[config.mk]
export PLATFORM = sky130hd
export DESIGN_NAME = pll_lock_supervisor_flat
export DESIGN_NICKNAME = d
export VERILOG_FILES = /design/src/rtl/pll_lock_supervisor_if.sv /design/src/rtl/pll_lock_supervisor.sv /design/src/flat_wrapper.sv
export SDC_FILE = /design/constraint.sdc
export NUM_CORES = 1
export LEC_CHECK = 0
export CAP_MARGIN = 15
export CORE_MARGIN = 4
export CORE_UTILIZATION = 40
export DETAILED_ROUTE_END_ITERATION = 12
export PLACE_DENSITY = 0.68
export SLEW_MARGIN = 10
export SYNTH_ARGS = -nofsm -noshare
export SYNTH_HDL_FRONTEND = slang
export SYNTH_SLANG_ARGS = --single-unit
[constraint.sdc]
create_clock -name i_clk -period 4.8 [get_ports i_clk]
set_clock_uncertainty 0.05 [all_clocks]
set_input_delay 0.96 -clock i_clk [delete_from_list [all_inputs] [get_ports i_clk]]
set_output_delay 0.96 -clock i_clk [all_outputs]
set_load 0.01 [all_outputs]
[src/rtl/pll_lock_supervisor_if.sv]
// Status and control signals between the PLL lock supervisor and the PLL/board logic.
// The supervisor takes the master modport; the board/PLL side takes the slave modport.
interface pll_lock_supervisor_if;
    logic       i_locked;
    logic       o_pll_areset;
    logic       o_stable;
    logic       o_fail;
    logic [7:0] o_retries;

    modport master (
        input  i_locked,
        output o_pll_areset,
        output o_stable,
        output o_fail,
        output o_retries
    );

    modport slave (
        output i_locked,
        input  o_pll_areset,
        input  o_stable,
        input  o_fail,
        input  o_retries
    );
endinterface

[src/rtl/pll_lock_supervisor.sv]
// PLL reset/lock supervisor: pulses areset, waits for lock with a timeout, qualifies
// lock over a stability window, and retries a bounded number of times before failing.
module pll_lock_supervisor #(
    parameter int AR_CYCLES     = 16,
    parameter int LOCK_TIMEOUT  = 1000,
    parameter int STABLE_CYCLES = 64,
    parameter int MAX_RETRIES   = 3
) (
    input  logic                  i_clk,
    input  logic                  i_rst,
    pll_lock_supervisor_if.master bus
);

    localparam int MAX_AW  = (AR_CYCLES > LOCK_TIMEOUT) ? AR_CYCLES : LOCK_TIMEOUT;
    localparam int MAX_CYC = (MAX_AW > STABLE_CYCLES) ? MAX_AW : STABLE_CYCLES;
    localparam int CNT_W   = (MAX_CYC > 1) ? $clog2(MAX_CYC) : 1;

    localparam logic [CNT_W-1:0] AR_LAST     = CNT_W'(AR_CYCLES - 1);
    localparam logic [CNT_W-1:0] TIMEOUT_LAST = CNT_W'(LOCK_TIMEOUT - 1);
    localparam logic [CNT_W-1:0] STABLE_LAST = CNT_W'(STABLE_CYCLES - 1);
    localparam logic [7:0]       RETRY_LIMIT = 8'(MAX_RETRIES);

    typedef enum logic [2:0] {
        ST_AR,
        ST_WAIT,
        ST_QUAL,
        ST_LOCKED,
        ST_FAIL
    } state_t;

    state_t           state;
    logic [CNT_W-1:0] cnt;
    logic [7:0]       retries;
    logic             areset_q;
    logic             stable_q;
    logic             fail_q;
    logic             locked_m;
    logic             locked_s;
    logic             attempt_failed;

    // NOTE: non-blocking assignments let the two stages shift together on one edge;
    // blocking ones would collapse the synchronizer into a single flop.
    always_ff @(posedge i_clk) begin
        if (i_rst) begin
            locked_m <= 1'b0;
            locked_s <= 1'b0;
        end else begin
            locked_m <= bus.i_locked;
            locked_s <= locked_m;
        end
    end

    // An attempt ends badly on a lock timeout (lock on that same cycle still wins)
    // or on any single low sample while qualifying.
    assign attempt_failed = ((state == ST_WAIT) && !locked_s && (cnt == TIMEOUT_LAST)) ||
                            ((state == ST_QUAL) && !locked_s);

    // Outputs are registered alongside each transition so they decode the new state.
    always_ff @(posedge i_clk) begin
        if (i_rst) begin
            state    <= ST_AR;
            cnt      <= '0;
            retries  <= 8'd0;
            areset_q <= 1'b1;
            stable_q <= 1'b0;
            fail_q   <= 1'b0;
        end else if (attempt_failed) begin
            cnt      <= '0;
            areset_q <= 1'b1;
            if (retries == RETRY_LIMIT) begin
                state  <= ST_FAIL;
                fail_q <= 1'b1;
            end else begin
                state   <= ST_AR;
                retries <= retries + 8'd1;
            end
        end else begin
            unique case (state)
                ST_AR: begin
                    if (cnt == AR_LAST) begin
                        state    <= ST_WAIT;
                        cnt      <= '0;
                        areset_q <= 1'b0;
                    end else begin
                        cnt <= cnt + CNT_W'(1);
                    end
                end
                ST_WAIT: begin
                    if (locked_s) begin
                        state <= ST_QUAL;
                        cnt   <= '0;
                    end else begin
                        cnt <= cnt + CNT_W'(1);
                    end
                end
                ST_QUAL: begin
                    if (cnt == STABLE_LAST) begin
                        state    <= ST_LOCKED;
                        cnt      <= '0;
                        stable_q <= 1'b1;
                    end else begin
                        cnt <= cnt + CNT_W'(1);
                    end
                end
                ST_LOCKED: begin
                    // Losing lock after qualification starts a fresh recovery sequence.
                    if (!locked_s) begin
                        state    <= ST_AR;
                        cnt      <= '0;
                        retries  <= 8'd0;
                        areset_q <= 1'b1;
                        stable_q <= 1'b0;
                    end
                end
                ST_FAIL: begin
                end
                default: begin
                    state    <= ST_AR;
                    cnt      <= '0;
                    areset_q <= 1'b1;
                    stable_q <= 1'b0;
                    fail_q   <= 1'b0;
                end
            endcase
        end
    end

    assign bus.o_pll_areset = areset_q;
    assign bus.o_stable     = stable_q;
    assign bus.o_fail       = fail_q;
    assign bus.o_retries    = retries;

endmodule

[src/flat_wrapper.sv]
// flat-port wrapper written by rule: the top's interface ports become plain ports
module pll_lock_supervisor_flat 
#(
    parameter int AR_CYCLES     = 16,
    parameter int LOCK_TIMEOUT  = 1000,
    parameter int STABLE_CYCLES = 64,
    parameter int MAX_RETRIES   = 3
)
  (i_clk, i_rst, bus_i_locked, bus_o_pll_areset, bus_o_stable, bus_o_fail, bus_o_retries);
  pll_lock_supervisor_if bus_i ();
  input  logic i_clk;
  input  logic i_rst;
  input wire logic [$bits(bus_i.i_locked)-1:0] bus_i_locked;
  output wire logic [$bits(bus_i.o_pll_areset)-1:0] bus_o_pll_areset;
  output wire logic [$bits(bus_i.o_stable)-1:0] bus_o_stable;
  output wire logic [$bits(bus_i.o_fail)-1:0] bus_o_fail;
  output wire logic [$bits(bus_i.o_retries)-1:0] bus_o_retries;
  assign bus_i.i_locked = bus_i_locked;
  assign bus_o_pll_areset = bus_i.o_pll_areset;
  assign bus_o_stable = bus_i.o_stable;
  assign bus_o_fail = bus_i.o_fail;
  assign bus_o_retries = bus_i.o_retries;
  pll_lock_supervisor #(.AR_CYCLES(AR_CYCLES), .LOCK_TIMEOUT(LOCK_TIMEOUT), .STABLE_CYCLES(STABLE_CYCLES), .MAX_RETRIES(MAX_RETRIES)) u_core (.i_clk(i_clk), .i_rst(i_rst), .bus(bus_i));
endmodule
Yosys cells after proc, flatten, opt, wreduce, memory -nomap -nowiden

Index checks and enable logic that the tools add are counted.

Bits in registers: 26
Input port bits: 3
Output and inout bits: 11
Logic and storage cells: 76

$add $sub $neg: 2
Equal/unequal tests: 20
Multiplexer cells: 25
Bitwise logic cells: 4
Reductions and logical operators: 17

Operator list:

| cell                                                                     | number |
|---|---|
| 10-bit case mux with 5 select lines                                      | 1 |
| 10-bit two-way mux                                                       | 4 |
| 8-bit two-way mux                                                        | 4 |
| 3-bit two-way mux                                                        | 6 |
| 3-bit case mux with 5 select lines                                       | 1 |
| 10-bit by 1-bit adder with 10-bit output (second input constant)         | 1 |
| 10-bit == test (second input constant)                                   | 1 |
| 10-bit by 4-bit == test with 1-bit output (second input constant)        | 1 |
| 10-bit by 6-bit == test with 1-bit output (second input constant)        | 1 |
| 2-bit inequality test (second input constant)                            | 5 |
| 8-bit by 1-bit adder with 8-bit output (second input constant)           | 1 |
| 8-bit by 2-bit == test with 1-bit output (second input constant)         | 1 |
| 1-bit two-way mux                                                        | 7 |
| 3-bit by 2-bit == test with 1-bit output (second input constant)         | 2 |
| 2-bit by 1-bit inequality test with 1-bit output (second input constant) | 3 |
| 3-bit by 1-bit inequality test with 1-bit output (second input constant) | 2 |
| 1-bit case mux with 3 select lines                                       | 2 |
| 3-bit AND reduction                                                      | 2 |
| 3-bit OR reduction                                                       | 2 |
| 5-bit AND reduction                                                      | 1 |
| 5-bit OR reduction                                                       | 1 |
| 1-bit NOT                                                                | 4 |
| 2-bit AND reduction                                                      | 2 |
| 4-bit AND reduction                                                      | 1 |
| 10 further kinds                                                         | 12 |

Depth between registers and ports, before layout

Word-level depth: 6
Mapped depth: 6
Mapped depth without buffers: 5

Worst setup path before layout

OpenSTA, ideal clock, no wires.

Path kind: register -> register
From: register u_core.retries[0] (netlist: u_core.bus.o_retries[0])
To: register u_core.retries[2] (netlist: u_core.bus.o_retries[2])
Setup time: 0.127 ns
Arrival: 1.818 ns
Required time: 4.623 ns
Setup slack: 2.806 ns
Stages on the path, launching flop included: 6
Buffers on the path: 0
Period minus slack after synthesis: 1.994 ns
Path through: dfxtp_1 > ha_1 > or4b_2 > o311ai_0 > o31ai_1 > mux2i_1

Cells in the longest elaborated chain, start to end: 3
Elaborated cells on any way between the ends: 6
Classes of those cells: add/sub: 1; eq/ne: 2; mux: 2; reduce/logical: 1

RTL lines:

| element                                                                                            | RTL line                                             | text |
|---|---|---|
| start: declaration                                                                                 | pll_lock_supervisor.sv:33                            | `logic [7:0] retries;` |
| start signal: assignment                                                                           | pll_lock_supervisor.sv:75                            | `retries <= retries + 8'd1;` |
| 8-bit by 1-bit adder with 8-bit output or 8-bit by 2-bit == test with 1-bit output (tied branches) | pll_lock_supervisor.sv:75, pll_lock_supervisor.sv:70 |  |
| 8-bit two-way mux or 2-bit inequality test (tied branches)                                         | n/a                                                  |  |
| 8-bit two-way mux or 3-bit AND reduction (tied branches)                                           | n/a                                                  |  |

Parallel ways exist; a longest one is shown, timed or not. The select of a mux whose other input is x is not followed.
A chain may end at the register's enable or synchronous reset.

Worst setup path in the final report

From: input i_rst
To: register u_core.cnt[0]

Cells in the longest elaborated chain, start to end: 1

RTL lines:

| element                             | RTL line                   | text |
|---|---|---|
| start: declaration                  | flat_wrapper.sv:12         | `input logic i_rst;` |
| 2-bit OR reduction (no source line) | n/a                        |  |
| end signal: assignment              | pll_lock_supervisor.sv:85  | `cnt <= cnt + CNT_W'(1);` |
| end signal: assignment              | pll_lock_supervisor.sv:93  | `cnt <= cnt + CNT_W'(1);` |
| end signal: assignment              | pll_lock_supervisor.sv:102 | `cnt <= cnt + CNT_W'(1);` |
| end: declaration                    | pll_lock_supervisor.sv:32  | `logic [CNT_W-1:0] cnt;` |

No other way between the ends.

==> parameters.txt <==
Parameter                              Value

Place
  IO buf count    13
  Total half-perimeter wirelength after legalization and detailed placement    2424 um
  Global placement routability congestion    0.8104

Yosys
  Synth async-reset ratio    0%
  Portion of netlist area occupied by mux cells    2.037%
  Complex-gate fraction of the synthesized area    21.73%
  Net count after synthesis    175
  Post-synthesis cell type count    49
  Avg Inst Size Synth    8.670 um2
  Largest family of logic cells by synthesized area    simple AND/OR/NAND/NOR gates
  Part of the Yosys area used for sequential elements    35.31%
  Mapped Cells    170
  Simple logic cell fraction of the synthesized area    31.07%
  Primary flip-flop cell chosen by synthesis mapping    sky130_fd_sc_hd__dfxtp_1
  Yosys warns    0
  Cell type contributing the most total cell area after synthesis    sky130_fd_sc_hd__dfxtp_1
  Top cells by count, synth    26 x sky130_fd_sc_hd__dfxtp_1, 17 x sky130_fd_sc_hd__nand2_1, 10 x sky130_fd_sc_hd__a21oi_1
  Number of flops mapped to enable cells by yosys    0
  Xor/xnor share of the synthesized area    4.160%
  Flop and latch count out of synthesis    26
  Most common cell in the synthesized netlist    sky130_fd_sc_hd__dfxtp_1
  Top-area cell type share of the netlist area    35.31%
  Total standard cell area after synthesis    0.001474 mm2
  Largest cells by area after synthesis    sky130_fd_sc_hd__dfxtp_1 35%, sky130_fd_sc_hd__nand2_1 4.3%, sky130_fd_sc_hd__o31ai_1 4.1%, sky130_fd_sc_hd__a211oi_1 3.6%, sky130_fd_sc_hd__or4_1 3.6%
  Synth Area in Adders    1.698%

Cells and area
  Final Net Count    184
  Layout cell share with drive strength beyond 1    6.742%
  Core Util, Final    48.60%
  Relative area change from synthesis to final layout    13.50%
  Final antenna diode count    0

Drt
  Vias per cell    5.964
  Remaining antenna violation count    0
  Violation count after the first detailed-routing iteration    88
  Total Routed Length    3272 um
  Detailed-routing iteration count for the pre-antenna-repair pass    4
  Vias    1336
  Total DRC errors in the routed layout    0
  WL/cell    14.61 um

Clocking
  CTS clock-pin slew for the worst setup and hold paths    0.09 ns
  Buffer count from post-CTS setup fixing    0
  Insertion delay of the later-clocked pin in the worst-skew pair    0.27 ns
  Clock Tree Root    sky130_fd_sc_hd__clkbuf_8
  Buffers from clock root to sink, at most    2
  Number of sinks handled by clock tree synthesis    26
  Total of hold buffers inserted after clock tree synthesis    0
  Clock tree from TritonCTS    done
  Cts bufs inserted    3
  Maximum level of the CTS H-tree    1
  Post-CTS resize count    0

Setup path
  Critical Path AT    2.59 ns
  Launching element type of the critical path    input port
  Critical Path Sink Type    register
  Slowest stage cell, crit path    sky130_fd_sc_hd__a21oi_1
  Cell breakdown of the critical path    clkdlybuf4s50_1, nor3_1, a21oi_1, a211oi_1
  WS Path Type    in -> reg
  Top delay family on crit path    compound AO/OA/AOI/OAI gates
  Largest stage delay on the critical path    0.74 ns
  Required time at the endpoint of the critical path    4.87 ns
  Worst Path Max Fanout    11
  Total buffers and inverters traversed by the critical path    1

Power and ir drop
  Pwr dens    234.2 mW/mm2
  Power Total    391.7 uW
  Peak supply drop    0.1376 mV
  Leakage power    0.5306 nW

Run status
  Result of the run    finished clean

GRT
  Gr usage total    15.88%
  Initial antenna violation count    0
  Vias in the first global route    1250
  Largest net degree at the start of global routing    16
  First-pass GRT wire length    5754 um
  Grt ovf    0

STA
  Number of failing hold endpoints at the final stage    0
  Worst slew pin tran    0.9085 ns
  Fin Setup TNS    0 ns
  Final setup viols    0
  Fraction of the cycle the final worst path needs    52.47%
  RSZ-0062 raised after global routing    false
  Slew headroom    39.43%
  Number of pins with negative max-slew slack in the final report    0
  Time the worst path needs with I/O delays and setup    2.518 ns
  Worst hold-check slack    0.4103 ns
  Max Fclk    397.1 MHz

Floorplanning
  Die height    68.70 um
  Die boundary width    68.70 um
  # rows    21
  Area of the core    0.003442 mm2
  Initial Utilization    42.82%
  # IOs    14
  Total die area    0.004720 mm2

Job
  Maximum capacitance violations    0

Hold path
  HP Class    reg -> reg
[state kept, by name, indices dropped and copies added (netlist names)]
signal,flops
u_core.cnt,10
u_core.state,3
u_core.locked_m,1
u_core.locked_s,1
u_core.bus.o_stable,1
u_core.bus.o_pll_areset,1
u_core.bus.o_fail,1
u_core.bus.o_retries,8
[worst paths after layout]
path | cells after the start | end | slack, ns | startpoint
worst max register to register | 5 | u_core.cnt[0]$_SDFFE_PP0P_ | 2.33 | u_core.cnt[0]$_SDFFE_PP0P_
worst min register to register | 1 | u_core.locked_s$_SDFF_PP0_ | 0.41 | u_core.locked_m$_SDFF_PP0_
worst min-delay path | 1 | u_core.locked_s$_SDFF_PP0_ | 0.41 | u_core.locked_m$_SDFF_PP0_
worst max-delay path | 4 | u_core.cnt[0]$_SDFFE_PP0P_ | 2.28 | i_rst
[area by class of cell]
type / count / area [um2]
timing repair buffer: 13 / 130.1
fill: 329 / 1769
clock buffer: 4 / 55.05
tap: 46 / 57.56
sequential: 26 / 520.5
multi-input combinational: 131 / 894.6
inverter: 4 / 15.01
[layer usage]
layer	vias to the layer above	global-route usage [%]	part of all wire (%)
met5	-	0	0
met4	0	4.866	0.83
met3	2	2.755	5.0
met2	37	25.74	47
met1	634	21.42	47
li1	663	-	-
[placed cells by master (no fill, tap or decap), types with 2 or more instances in the layout]
cell type	n
sky130_fd_sc_hd__or4_1	7
sky130_fd_sc_hd__nor2_1	5
sky130_fd_sc_hd__mux2i_1	3
sky130_fd_sc_hd__nor4_1	5
sky130_fd_sc_hd__clkdlybuf4s50_1	13
sky130_fd_sc_hd__a21oi_1	10
sky130_fd_sc_hd__inv_1	4
sky130_fd_sc_hd__and2_1	2
sky130_fd_sc_hd__nor2b_1	3
sky130_fd_sc_hd__a31oi_1	2
sky130_fd_sc_hd__nand4_1	4
sky130_fd_sc_hd__a221oi_1	2
sky130_fd_sc_hd__xnor2_1	3
sky130_fd_sc_hd__xor2_1	4
sky130_fd_sc_hd__o31ai_1	8
sky130_fd_sc_hd__nand4bb_1	2
sky130_fd_sc_hd__o21ai_0	2
sky130_fd_sc_hd__nand2_1	17
sky130_fd_sc_hd__a211oi_1	7
sky130_fd_sc_hd__dfxtp_1	26
sky130_fd_sc_hd__ha_1	2
sky130_fd_sc_hd__clkbuf_8	4
sky130_fd_sc_hd__nor3_1	4
sky130_fd_sc_hd__nand2b_1	6
sky130_fd_sc_hd__nor3b_1	2
sky130_fd_sc_hd__or3_1	3
sky130_fd_sc_hd__nand3_1	8
[power breakdown]
part / internal [mW] / switching (mW)
combinational: 0.00943 / 0.0125
clock: 0.0735 / 0.0715
sequential: 0.220 / 0.00482
total: 0.303 / 0.0888
[logic make-up after synthesis]
group / after synthesis
xor+xnor: 7
fa+ha+maj: 2
buf+inv: 13
compound gates: 42
simple gates: 77
mux: 3
flops: 26
[per-stage QoR]
| step | std cells | worst slack [ns] | instance area (um2) |
|---|---|---|---|
| floorplan | 170 | 2.806 | 1474 |
| finish | 224 | 2.282 | 1673 |
| CTS | 224 | 2.297 | 1673 |
| global route | 224 | 2.168 | 1673 |
| global placement | 220 | 2.104 | 1618 |
| detailed placement | 220 | 2.002 | 1618 |
Power figures use the tool's default switching activity.
